### src/rtl/input_buffer.sv
// rtl/input_buffer.sv - assembles received bytes into 128-bit blocks and queues them for the AES core
//
// Ports:
//   clk, reset         system clock; synchronous active-high reset
//   rx_done, rx_byte   one-cycle byte strobe and data from the UART receiver
//   text_out           head FIFO block, byte 0 (first received) in bits 127:120
//   text_valid         FIFO not empty
//   text_ready         AES core accepts text_out (pop)
//   fifo_count         blocks queued, 0..FIFO_DEPTH
//   byte_index         bytes captured in the current partial block
//   overrun            sticky: a byte arrived while a finished block was waiting
//   timeout            one-cycle pulse: stale partial block discarded

module input_buffer #(
  parameter int FIFO_DEPTH     = 4,
  parameter int TIMEOUT_CYCLES = 100000
) (
  input  logic                          clk,
  input  logic                          reset,
  input  logic                          rx_done,
  input  logic [7:0]                    rx_byte,
  output logic [127:0]                  text_out,
  output logic                          text_valid,
  input  logic                          text_ready,
  output logic [$clog2(FIFO_DEPTH):0]   fifo_count,
  output logic [3:0]                    byte_index,
  output logic                          overrun,
  output logic                          timeout
);

  localparam int AW = $clog2(FIFO_DEPTH);
  localparam int CW = AW + 1;
  localparam int TW = (TIMEOUT_CYCLES > 1) ? $clog2(TIMEOUT_CYCLES) : 1;
  localparam logic [CW-1:0] FULL    = CW'(FIFO_DEPTH);
  localparam logic [TW-1:0] TO_LAST = TW'((TIMEOUT_CYCLES > 0) ? TIMEOUT_CYCLES - 1 : 0);

  typedef enum logic [1:0] {
    COLLECT = 2'd0,
    WRITE   = 2'd1,
    STALL   = 2'd2
  } state_t;

  state_t          state;
  logic [127:0]    asm_reg;
  logic [127:0]    mem [FIFO_DEPTH];
  logic [AW-1:0]   wr_ptr;
  logic [AW-1:0]   rd_ptr;
  logic [TW-1:0]   to_cnt;
  logic            push;
  logic            pop;

  // Fullness is judged on the count at the start of the cycle, so a pop in
  // the same cycle never lets a waiting block in; it goes next cycle.
  assign push       = (state != COLLECT) && (fifo_count != FULL);
  assign pop        = (fifo_count != '0) && text_ready;
  assign text_valid = (fifo_count != '0);

  always_ff @(posedge clk) begin
    if (reset) begin
      state      <= COLLECT;
      asm_reg    <= '0;
      byte_index <= '0;
      wr_ptr     <= '0;
      rd_ptr     <= '0;
      fifo_count <= '0;
      text_out   <= '0;
      overrun    <= 1'b0;
      timeout    <= 1'b0;
      to_cnt     <= '0;
    end else begin
      timeout <= 1'b0;

      if (push) begin
        mem[wr_ptr] <= asm_reg;
        wr_ptr      <= wr_ptr + 1'b1;
      end
      if (pop) begin
        rd_ptr <= rd_ptr + 1'b1;
      end

      case ({push, pop})
        2'b10:   fifo_count <= fifo_count + 1'b1;
        2'b01:   fifo_count <= fifo_count - 1'b1;
        default: ;
      endcase

      // text_out is a registered copy of the head so it keeps the last
      // block when the FIFO drains. When the only entry is popped while a
      // new one is pushed, the pushed block becomes the head directly.
      if (push && (fifo_count == '0)) begin
        text_out <= asm_reg;
      end else if (pop) begin
        if (fifo_count > CW'(1)) begin
          text_out <= mem[rd_ptr + 1'b1];
        end else if (push) begin
          text_out <= asm_reg;
        end
      end

      case (state)
        COLLECT: begin
          if (rx_done) begin
            asm_reg[{4'd15 - byte_index, 3'b000} +: 8] <= rx_byte;
            byte_index <= byte_index + 1'b1;
            to_cnt     <= '0;
            if (byte_index == 4'd15) begin
              state <= WRITE;
            end
          end else if ((TIMEOUT_CYCLES != 0) && (byte_index != 4'd0)) begin
            if (to_cnt == TO_LAST) begin
              byte_index <= '0;
              to_cnt     <= '0;
              timeout    <= 1'b1;
            end else begin
              to_cnt <= to_cnt + 1'b1;
            end
          end
        end
        WRITE, STALL: begin
          // A finished block is waiting in asm_reg; incoming bytes are lost.
          if (rx_done) begin
            overrun <= 1'b1;
          end
          state <= push ? COLLECT : STALL;
        end
        default: state <= COLLECT;
      endcase
    end
  end

endmodule

### config.mk
export PLATFORM = sky130hd
export DESIGN_NAME = input_buffer
export DESIGN_NICKNAME = d
export VERILOG_FILES = /design/src/rtl/input_buffer.sv
export SDC_FILE = /design/constraint.sdc
export NUM_CORES = 1
export LEC_CHECK = 0
export BUFFER_PORTS_ARGS = -buffer_cell sky130_fd_sc_hd__buf_4
export CAP_MARGIN = 20
export CORE_MARGIN = 4
export CORE_UTILIZATION = 26
export DETAILED_ROUTE_END_ITERATION = 10
export GPL_ROUTABILITY_DRIVEN = 0
export HOLD_SLACK_MARGIN = 0.05
export SLEW_MARGIN = 20
export SYNTH_ARGS = -nofsm -noshare
export SYNTH_HDL_FRONTEND = slang
export SYNTH_SLANG_ARGS = --single-unit
### constraint.sdc
create_clock -name clk -period 4.6 [get_ports clk]
set_input_delay 0.23 -clock clk [delete_from_list [all_inputs] [get_ports clk]]
set_output_delay 0.23 -clock clk [all_outputs]
set_load 0.05 [all_outputs]
==> summary.md <==
| Metric | Value |
|---|---|
| Largest net degree at the start of global routing | `87` |
| Top cell type's share of synthesized area | `50.3%` |
| Setup crit end | `mem[3][11]` |
| Fin crit period | `2.92 ns` |
| Die Area | `123000 µm²` |
| Final setup vio count | `0` |
| GR met1 Demand/Resource | `16.3%` |
| Slew @ Worst Pin | `1.05 ns` |
| Routed Antenna Nets | `0` |
| Most common cell after layout, fill and taps aside | `edfxtp_1` |
| Combinational share of power | `a little over a tenth` |
| Total track usage | `a little under an eighth` |
| Period utilization | `63.5%` |
| Synth Register Bits | `800` |
| Crit. End Element | `flop` |
| CTS Buffer Depth | `3` |
| Slew headroom | `29.7%` |
| Seq/Total Area, Yosys | `69.2%` |
| FMAX | `342 MHz` |
| Worst skew pair latency | `0.62 ns` |
| Sw Share | `24.8%` |
| Mapped Area | `slightly above 30000 µm²` |
| Critical Path Start | `state[0]` |
| Reported max-cap violation count | `0` |
| Max FFs per register | `512` |
| Most Crowded Layer GR | `met2` |
| Status | `finished, final reports clean` |
| Area contributors post-synth | `edfxtp_1 (50%), dfxtp_1 (19%), mux4_2 (9.4%)` |
| Setup bufs post-CTS | `0` |
| CTS sink cnt | `800` |
| Internal power | `0.0120 W` |
| CP max stage cell | `and3_4` |
| Initial DRT Pass Iterations | `5` |
| Hpwl dp | `44.6 mm` |
| Async set-reset flop share out of synthesis | `0%` |
| GRT Residual Overflow | `0` |
| Clk root buf | `clkbuf_16` |
| Syn nets | `1979` |
| Antenna Diode Count | `0` |
| Synth Flop Type | `edfxtp_1` |
| VDD IR max | `between 0.0003 and 0.0004 V` |
| DR iter-0 viols | `1103` |
| Average wire per standard cell | `between 15 and 20 µm` |
| Residual DRC | `0` |
| Via/cell ratio | `4.49` |
| Syn Inst Count | `between 1500 and 2000` |
| WP data required | `4.87 ns` |
| Core Util, Final | `31.0%` |
| YS warnings | `0` |
| Power per Cell Area | `442 nW/µm²` |
| Placeable core area | `117000 µm²` |
| First-pass GRT wire length | `roughly 110 mm` |
| Worst R2R Path Depth | `5` |
| Area leader, netlist | `edfxtp_1` |
| H-tree Lvls | `3` |
| Classification of the worst setup path | `flop to flop` |
| Worst EP arrival | `3.19 ns` |
| Max-slew violations | `0` |
| Total Neg Setup Slack | `0 ns` |
| Boundary Pins | `150` |
| Share of post-route cells with drive strength above 1 | `a little over a fifth` |
| WL final | `73.2 mm` |
| Antenna violations before repair | `1` |
| Worst Path Max Fanout | `54` |
| Met2 Use GR | `18.6%` |
| Leakage power | `11.8 nW` |
| R2R Path End | `mem[3][11]` |
| Critical Path Start Type | `flop` |
| Unique cell type count in the Yosys netlist | `55` |
| Clk slew on worst S/H paths | `approximately 0.060 ns` |
| Total clock buffers created by CTS | `between 80 and 90` |
| Input/output buffers | `149` |
| R2R Setup Slk | `1.68 ns` |
| Critical path's largest stage delay | `0.76 ns` |
| Post-synth EDFFs | `around 510` |
| Final Hold Viols | `0` |
| Std cell rows | `roughly 130` |
| Clock Skew | `roughly 0.018 ns` |
| Height of the die | `between 300 and 400 µm` |
| Worst hold path type | `primary input to flop` |
| Nets | `2110` |
| CTS tree | `built` |
| Most frequent cells in the layout | `edfxtp_1 (512), dfxtp_1 (286), mux2i_1 (225)` |
| Met3 GRT Util | `3.06%` |
| Flop pwr share | `48.6%` |
| Die W | `351 µm` |
| Clock power frac | `40.9%` |
| Reg-to-reg startpoint | `state[0]` |
| Switching Power | `0.00397 W` |
| P&R area growth vs syn | `18.3%` |
| Vias | `between 15000 and 20000` |
| CP cell instances | `inv_1 -> ha_1 -> a21oi_1 -> and3_4 -> buf_12` |
| Syn_area_per_cell | `15.7 µm²` |
| Starting Density | `26.2%` |
| Fillers | `11419` |
| Vias in the first global route | `16465` |
| RSZ-0062 raised after global routing | `no` |
==> stage by stage <==
step	area (µm²)	hold slack [ns]	power (W)	cells	worst slack (ns)
after detailed placement	33500	0.483	0.00964	3521	1.69
final	36100	0.0652	0.0160	3675	1.68
after global placement	33500	0.477	0.00964	3521	1.71
after global routing	36100	0.0745	0.0166	3675	1.51
after floorplan	30600	0.387	0.00905	1951	1.02
after CTS	36100	0.0512	0.0162	3675	1.67
==> power groups by stage <==
stage / Combinational (W) / Sequential [W] / Clock [W]
after floorplan: 0.000927 / 0.00813 / 0
after global placement: 0.00172 / 0.00792 / 0
after detailed placement: 0.00172 / 0.00792 / 0
after CTS: 0.00172 / 0.00777 / 0.00671
after global routing: 0.00178 / 0.00778 / 0.00701
final: 0.00168 / 0.00776 / 0.00654
==> what timing repair did <==
item	4_1_cts	5_1_grt
hold endpoints to repair	1	0
hold buffers	1	0
resized for setup	0	0
==> worst max-delay path, delay by kind of cell (launching register included) <==
| kind | cells | cell delay, ns |
|---|---|---|
| AND/OR/NAND/NOR | 1 | 0.76 |
| AO/OA/AOI/OAI | 1 | 0.58 |
| buffers and inverters | 2 | 0.49 |
| adder cells (fa/ha/maj) | 1 | 0.37 |
| flip-flops | 1 | 0.34 |
==> how the worst min path moves through the flow <==
| stage | start | endpoint | slack [ns] | cells past startpoint |
|---|---|---|---|---|
| floorplan | rx_byte[0] | asm_reg[72] | 0.39 | 2 |
| global placement | to_cnt[1] | to_cnt[1] | 0.48 | 2 |
| detailed placement | overrun | overrun | 0.48 | 2 |
| CTS | rx_byte[2] | asm_reg[18] | 0.05 | 3 |
| global route | rx_byte[3] | asm_reg[19] | 0.07 | 3 |
| finish | rx_byte[2] | asm_reg[18] | 0.07 | 3 |
==> kinds of logic after synthesis <==
| logic type | synth area share [%] |
|---|---|
| compound gates | 4.49 |
| xor+xnor | 0.454 |
| flops | 69.2 |
| fa+ha+maj | 0.655 |
| buf+inv | 2.02 |
| mux | 16.8 |
| simple gates | 6.38 |
==> per-layer routing <==
layer / routed length [µm] / vias to the layer above
met4: 1240 / 0
met3: 4170 / 90
met1: 33900 / 8355
li1: - / 7745
met2: 33900 / 303
met5: 0 / -
==> area by class of cell <==
class | instances | area [µm²] | share of cell area [%]
Clock buffer | 115 | 2290 | 6.33
Clock inverter | 38 | 369 | 1.02
Inverter | 13 | 50.0 | 0.138
Multi-Input combinational cell | 1010 | 8860 | 24.5
Sequential cell | 800 | 21100 | 58.5
Tap cell | 1524 | 1910 | 5.28
Timing Repair Buffer | 175 | 1520 | 4.21
==> cells in the mapped netlist (2+ instances only) <==
cell type / number
edfxtp_1: 512
dfxtp_1: 288
mux2i_1: 225
nor2_1: 212
a211oi_1: 130
mux4_2: 128
nand2_1: 102
clkbuf_1: 63
buf_2: 55
nand3_1: 48
o21ai_0: 38
ha_1: 16
a21oi_1: 13
inv_1: 13
xor2_1: 11
and3_1: 8
nand4_1: 6
a31oi_1: 5
buf_1: 5
buf_4: 5
nor2b_1: 5
or3_1: 5
nor4_1: 4
nor4_4: 4
and4b_1: 3
nand2b_1: 3
nand3_2: 3
nor3_1: 3
xnor2_1: 3
and2_1: 2
and4_1: 2
and4bb_2: 2
nor2_2: 2
nor2_4: 2
nor3b_1: 2
nor4b_1: 2
o21ai_1: 2
or2_2: 2
(Power assumes the default switching activity.)
